$ cat config.mk
export PLATFORM = sky130hd
export DESIGN_NAME = lms_fifo_ctrl
export DESIGN_NICKNAME = d
export VERILOG_FILES = /design/src/rtl/lms_fifo_ctrl.sv
export SDC_FILE = /design/constraint.sdc
export NUM_CORES = 1
export LEC_CHECK = 0
export CAP_MARGIN = 15
export CORE_ASPECT_RATIO = 0.9
export CORE_MARGIN = 8
export CORE_UTILIZATION = 40
export DETAILED_ROUTE_END_ITERATION = 7
export GPL_TIMING_DRIVEN = 0
export PLACE_DENSITY_LB_ADDON = 0.15
export SLEW_MARGIN = 5
export SYNTH_ARGS = -nofsm -noshare
export SYNTH_HDL_FRONTEND = slang
export SYNTH_SLANG_ARGS = --single-unit
$ cat constraint.sdc
create_clock -name clk -period 3.85 [get_ports clk]
set_clock_uncertainty 0.15 [all_clocks]
set_input_delay 0.5775 -clock clk [delete_from_list [all_inputs] [get_ports clk]]
set_output_delay 0.5775 -clock clk [all_outputs]
set_load 0.01 [all_outputs]
$ cat src/rtl/lms_fifo_ctrl.sv
// Single-clock FIFO controller: pointers, flags and fill level for the LMS sample FIFO's SDP RAM.
// Define LMS_FIFO_CTRL_ERR_FLAG_EN to add sticky overflow/underflow outputs.
module lms_fifo_ctrl #(
   parameter int unsigned ADDR_WIDTH  = 4,
   parameter int unsigned RAM_OUT_REG = 0,
   parameter int unsigned AF_LEVEL    = 2**ADDR_WIDTH - 2,
   parameter int unsigned AE_LEVEL    = 2
) (
   input  logic                  clk,
   input  logic                  rst_n,
   input  logic                  clr,
   input  logic                  wr_en,
   input  logic                  rd_en,
   output logic                  ram_wr_en,
   output logic [ADDR_WIDTH-1:0] ram_wr_addr,
   output logic [ADDR_WIDTH-1:0] ram_rd_addr,
   output logic                  rd_valid,
   output logic                  full,
   output logic                  empty,
   output logic                  almost_full,
   output logic                  almost_empty,
   output logic [ADDR_WIDTH:0]   water_level
`ifdef LMS_FIFO_CTRL_ERR_FLAG_EN
   ,
   output logic                  overflow,
   output logic                  underflow
`endif
);

   localparam int unsigned DEPTH = 2**ADDR_WIDTH;
   localparam logic [ADDR_WIDTH:0] DEPTH_L = (ADDR_WIDTH+1)'(DEPTH);
   localparam logic [ADDR_WIDTH:0] AF_L    = (ADDR_WIDTH+1)'(AF_LEVEL);
   localparam logic [ADDR_WIDTH:0] AE_L    = (ADDR_WIDTH+1)'(AE_LEVEL);

   // Illegal thresholds are reported at elaboration, before any clock runs.
   if (AF_LEVEL == 0 || AF_LEVEL > DEPTH || AE_LEVEL >= DEPTH) begin : g_param_err
      $error("lms_fifo_ctrl: illegal AF_LEVEL/AE_LEVEL for DEPTH");
   end

   logic [ADDR_WIDTH:0] wr_ptr;
   logic [ADDR_WIDTH:0] rd_ptr;
   logic [ADDR_WIDTH:0] count;
   logic                wr_acc;
   logic                rd_acc;

   always_comb begin
      count        = wr_ptr - rd_ptr;
      full         = (count == DEPTH_L);
      empty        = (count == '0);
      almost_full  = (count >= AF_L);
      almost_empty = (count <= AE_L);
      water_level  = count;
      wr_acc       = wr_en & ~full;
      rd_acc       = rd_en & ~empty;
      ram_wr_en    = wr_acc & ~clr;
      ram_wr_addr  = wr_ptr[ADDR_WIDTH-1:0];
      ram_rd_addr  = rd_ptr[ADDR_WIDTH-1:0];
   end

   always_ff @(posedge clk or negedge rst_n) begin
      if (!rst_n) begin
         wr_ptr <= '0;
         rd_ptr <= '0;
      end else if (clr) begin
         wr_ptr <= '0;
         rd_ptr <= '0;
      end else begin
         if (wr_acc) wr_ptr <= wr_ptr + 1'b1;
         if (rd_acc) rd_ptr <= rd_ptr + 1'b1;
      end
   end

   // rd_valid tracks the RAM read latency: same cycle, or one cycle after the pop.
   if (RAM_OUT_REG != 0) begin : g_rd_reg
      logic rd_valid_q;
      always_ff @(posedge clk or negedge rst_n) begin
         if (!rst_n) rd_valid_q <= 1'b0;
         else        rd_valid_q <= rd_acc & ~clr;
      end
      assign rd_valid = rd_valid_q;
   end else begin : g_rd_comb
      assign rd_valid = rd_acc & ~clr;
   end

`ifdef LMS_FIFO_CTRL_ERR_FLAG_EN
   always_ff @(posedge clk or negedge rst_n) begin
      if (!rst_n) begin
         overflow  <= 1'b0;
         underflow <= 1'b0;
      end else if (clr) begin
         overflow  <= 1'b0;
         underflow <= 1'b0;
      end else begin
         if (wr_en & full)  overflow  <= 1'b1;
         if (rd_en & empty) underflow <= 1'b1;
      end
   end
`endif

endmodule

==> results.json, run 1 <==
{
  "ys_ff_latch": 10,
  "synth_nets": 108,
  "initial_core_util": 0.421,
  "rsz0062_at_grt": "no",
  "grt_pass1_wl_mm": 3.50,
  "critical_path_class": "reg2out",
  "synth.avg_cell_area_um2": 9.48,
  "p_total_mw": 0.907,
  "layout_common_cells": "22 x clkdlybuf4s50_1, 12 x buf_4, 11 x nor2_1",
  "ys_types": 28,
  "vias": 766,
  "first_pass_iters": 4,
  "regArea_um2": 251,
  "area_growth_pct": 36.7,
  "synth_top_area_share": 0.275,
  "ios": 24,
  "syn_inst": 96,
  "r2r_start": "rd_ptr[0]",
  "clock-sinks": 10,
  "cts_buffers": 3,
  "period_needed_ps": 3700,
  "crit_arrival_ps": 2970,
  "hold_path_class": "in2async",
  "cp.required_ps": 3120,
  "synth_seq_area_share": 0.275,
  "grt_start_max_net_pins": 11,
  "viasPerCell": 4.97,
  "die-area_mm2": 0.00406,
  "total_leakage_power_nw": 0.564,
  "drive_above_1_share": 0.276,
  "final-hold-violation-count": 0,
  "antenna_found_initial": 0,
  "num_rows": 16,
  "die_h_um": 61.2,
  "drv_slew": 0,
  "htreeDepth": 1,
  "powerDensity_mw_per_mm2": 729,
  "routedWlPerCell_um": 13.1,
  "synth.yosys.warnings": 0,
  "synth_top_flop_cell": "dfrtp_1",
  "max_cap_violations": 0,
  "syn_area_um2": 910,
  "track_usage": 0.110,
  "worstRegToRegCells": 8,
  "setup_tns_ps": 0,
  "clock.fmax_ghz": 0.270,
  "cts_root_buffer": "clkbuf_4",
  "n_fill_cell": 221,
  "max_stage_delay_ps": 550,
  "ant_nets": 0,
  "slowest_stage": "clkdlybuf4s50_1",
  "routed_wl_mm": 2.01,
  "io_buffers": 23,
  "placed_cells": 146,
  "worst_skew_pair.late_latency_ps": 270,
  "yosys.area.top_type": "dfrtp_1",
  "clkTransAtPathRegs_ps": 70,
  "period_share": 0.961,
  "irDropWorstVdd_mv": 0.538,
  "drc": 0,
  "cts_tree": "yes",
  "num_antenna_cells": 0,
  "fin_cells": 154,
  "gp_congestion": 0.704,
  "critPathMaxFanout": 10,
  "synth_area_leaders": "dfrtp_1 28%, ha_1 8.3%, mux2_2 7.4%",
  "hpwl_mm": 1.56,
  "clockBufferDepth": 2,
  "path_cells": "ha_1, inv_1, fa_1, xor2_2, nor4_1, mux2_4, a21boi_2, nor2b_1, clkdlybuf4s50_1",
  "drtIter0Drc": 29,
  "setup_violations": 0,
  "synthArstFlopShare": 1.00,
  "cp-start-kind": "flip-flop",
  "final_common_cell": "clkdlybuf4s50_1",
  "tightest_slew_ps": 482,
  "nNetsFinal": 140,
  "core_area_mm2": 0.00216,
  "multi_input_area_um2": 566,
  "synth_edf_count": 0,
  "status": "finished, final reports clean",
  "gr-total-overflow": 0,
  "slew_headroom": 0.679,
  "timing.rr.end": "rd_ptr[4]",
  "grt_pass1_vias": 797,
  "die_w_um": 66.3,
  "r2r_slack_ps": 1130,
  "cp-end-kind": "output port"
}
-- worst max-delay path by stage --
| stage | from | end | cells past startpoint |
|---|---|---|---|
| final | rd_ptr[0] | rd_valid | 9 |
| after global routing | wr_ptr[0] | rd_valid | 10 |
| after CTS | wr_ptr[0] | rd_valid | 10 |
| after detailed placement | wr_ptr[0] | almost_empty | 10 |
| after global placement | wr_ptr[0] | almost_empty | 10 |
| after floorplan | wr_ptr[0] | almost_empty | 9 |
-- state kept, by name, summed over array words and instances, names as in the netlist --
name	cells
rd_ptr	5
wr_ptr	5
-- metal layers --
metal  part of all wire  routed length [um]  vias up  GRT usage
met5                  0                   0        -          0
met3              0.085                 171        2     0.0418
met4             0.0065                  13        0     0.0547
met2               0.45                 913       22      0.173
li1                   -                   -      382          -
met1               0.45                 913      360      0.128
-- metrics by stage --
| step | util | worst slack (ps) | instance area, um^2 | hold slack (ps) |
|---|---|---|---|---|
| 4_1_cts | 0.564 | 38.4 | 1220 | 493 |
| 3_5_place_dp | 0.543 | 14.2 | 1170 | 480 |
| 5_1_grt | 0.575 | 10.7 | 1240 | 511 |
| 2_1_floorplan | - | 511 | 910 | 132 |
| 6_report | 0.575 | 151 | 1240 | 482 |
| 3_3_place_gp | 0.543 | 87.6 | 1170 | 464 |
-- layout make-up --
class	count	area share
plain buffers	10	0.0543
inverters	8	0.0241
multi-input cells	68	0.455
clock buffers	4	0.0292
flip-flops and latches	10	0.202
repair buffers	27	0.208
well taps	27	0.0272
-- synthesized netlist by cell type (all sizes together), types with 3 or more instances --
cell	instances
mux2	9
nor2b	7
nand4	3
nand2b	4
a21oi	7
inv	8
nand2	3
nor2	11
dfrtp	10
ha	6
buf	8
-- where the power goes --
group	switching, mW	internal, mW
logic	0.316	0.350
clock network	0.0401	0.0574
registers	0.0224	0.120
total	0.378	0.528
-- repair_timing --
action	4_1_cts	5_1_grt
buffers inserted	1	3
setup endpoints to repair	4	2
hold buffers	0	0
gates resized for setup	2	1
pin swaps	1	0
-- cells by family (layout without fill, tap and decap cells) --
group                    after synthesis  after routing  share of synthesized area
AO/OA/AOI/OAI                         14             14                      0.136
flip-flops                            10             10                      0.275
buffers and inverters                 18             49                      0.107
XOR/XNOR                               4              4                     0.0550
adder cells (fa/ha/maj)                7              7                      0.105
AND/OR/NAND/NOR                       32             32                      0.184
multiplexers                          11             11                      0.138
-- critical path: cells and delay by family (launching register included) --
family,cells,cell delay (ps)
flops,1,430
fa+ha+maj,2,600
xor+xnor,1,240
compound gates,1,240
simple gates,2,230
buf+inv,2,610
mux,1,350
No activity file was read; power rests on OpenSTA's default activity.
==> run 2: changes to the inputs <==
Settings changed: ABC_CLOCK_PERIOD_IN_PS set to 3850, CORE_UTILIZATION 40 to 45.
==> results.json, run 2 (synthesis results as in run 1) <==
{
  "r2r_start": "wr_ptr[0]",
  "cp-end-kind": "output port",
  "hp-start": "rd_ptr[1]",
  "setup_tns_ps": 0,
  "gp_congestion": 0.731,
  "vias": 742,
  "final-hold-violation-count": 0,
  "critPathMaxFanout": 5,
  "ant_nets": 0,
  "min_to": "rd_ptr[1]",
  "slowest_stage": "clkdlybuf4s50_1",
  "grt_start_max_net_pins": 11,
  "critical_path_class": "reg2out",
  "timing.rr.end": "rd_ptr[4]",
  "gr-total-overflow": 0,
  "routed_wl_mm": 1.95,
  "first_pass_iters": 4,
  "cts_root_buffer": "clkbuf_4",
  "io_buffers": 23,
  "worst_skew_pair.late_latency_ps": 270,
  "hold_path_class": "reg2reg",
  "clock-sinks": 10,
  "worstRegToRegCells": 9,
  "max_cap_violations": 0,
  "clkTransAtPathRegs_ps": 70,
  "irDropWorstVdd_mv": 0.484,
  "crit_buf_inv": 4,
  "die_w_um": 63.4,
  "crit_arrival_ps": 2870,
  "ios": 24,
  "drv_slew": 0,
  "cp.required_ps": 3120,
  "nNetsFinal": 137,
  "max_stage_delay_ps": 530,
  "cp-start-kind": "flip-flop",
  "period_share": 0.935,
  "fin_cells": 149,
  "r2r_slack_ps": 1030,
  "timing.final.ws_setup_ps": 250,
  "cts_tree": "yes",
  "cp_top_family": "buffers and inverters",
  "die-area_mm2": 0.00372,
  "cp_num_cells": 10,
  "largestRegisters": "rd_ptr x5, wr_ptr x5",
  "holdPathStages": 2,
  "antenna_found_initial": 0,
  "drtIter0Drc": 30,
  "grt_pass1_wl_mm": 3.44,
  "core_area_mm2": 0.00191,
  "num_rows": 15,
  "area_growth_pct": 35.2,
  "hpwl_mm": 1.56,
  "final_util": 0.642,
  "grt_pass1_vias": 755,
  "track_usage": 0.113,
  "tightest_slew_ps": 489,
  "crit_top_cell": "inv_1",
  "drive_above_1_share": 0.250,
  "final_common_cell": "clkdlybuf4s50_1",
  "viasPerCell": 4.98,
  "rsz0062_at_grt": "no",
  "cts_buffers": 3,
  "routedWlPerCell_um": 13.1,
  "setup_violations": 0,
  "drc": 0,
  "htreeDepth": 1,
  "total_leakage_power_nw": 0.584,
  "period_needed_ps": 3600,
  "num_antenna_cells": 0,
  "slew_headroom": 0.673,
  "clockBufferDepth": 2,
  "dp_slack_ps": 31.3,
  "die_h_um": 58.7,
  "initial_core_util": 0.475,
  "path_cells": "inv_1, ha_1, inv_1, fa_1, a21o_2, a21oi_2, xor2_2, buf_4, and2_2, clkdlybuf4s50_1",
  "placed_cells": 144,
  "status": "finished, final reports clean",
  "layout_common_cells": "20 x clkdlybuf4s50_1, 11 x nor2_1, 10 x dfrtp_1",
  "powerDensity_mw_per_mm2": 717,
  "clock.fmax_ghz": 0.278
}
## run 2: cell count changes in the layout (fill, tap and decap cells not counted), sizes merged
cell           change
clkdlybuf4s50      -2
dlymetal6s2s       +2
buf                -3
## run 2: routing by layer
layer	track usage	share of wire	up-vias	wire length (um)
met3	0.0436	0.086	2	168
met1	0.138	0.45	347	876
met5	0	0	-	0
met4	0.0444	0.0041	0	8
li1	-	-	373	-
met2	0.175	0.46	20	899
## run 2: layout make-up
type	instances	area [um^2]
fillers	176	684
multi-input cells	68	573
flip-flops and latches	10	250
repair buffers	24	241
plain buffers	10	67.6
clock buffers	4	36.3
well taps	25	31.3
inverters	8	30.0
## run 2: tightest hold or removal path: cells and delay by family, from the launching register on
| kind | cells | cell delay (ps) |
|---|---|---|
| AND/OR/NAND/NOR | 1 | 90 |
| multiplexers | 1 | 60 |
| flip-flops | 1 | 440 |
## run 2: timing repair
item	in CTS	in global routing
pin swaps	1	0
setup buffers	1	0
gates resized for setup	1	4
hold buffers	0	0
setup endpoints to repair	4	2
## run 2: worst max-delay path by stage
stage / start / to / slack [ps]
floorplan: wr_ptr[0] / almost_empty / 510
global placement: wr_ptr[0] / almost_empty / 100
detailed placement: wr_ptr[0] / almost_empty / 30
CTS: wr_ptr[0] / rd_valid / 20
global route: wr_ptr[0] / empty / 80
finish: wr_ptr[0] / empty / 250
## run 2: through the flow
| stage | power [mW] | instance area (um^2) | hold WS, ps |
|---|---|---|---|
| after global placement | 0.771 | 1170 | 456 |
| after detailed placement | 0.782 | 1170 | 468 |
| after global routing | 0.957 | 1230 | 513 |
| after floorplan | 0.518 | 910 | 132 |
| after CTS | 0.880 | 1210 | 481 |
| final | 0.882 | 1230 | 482 |
## run 2: where the power goes
group / switching [mW] / internal (mW) / total, mW
sequential: 0.0237 / 0.120 / 0.143
clock: 0.0410 / 0.0574 / 0.0984
combinational: 0.309 / 0.331 / 0.640
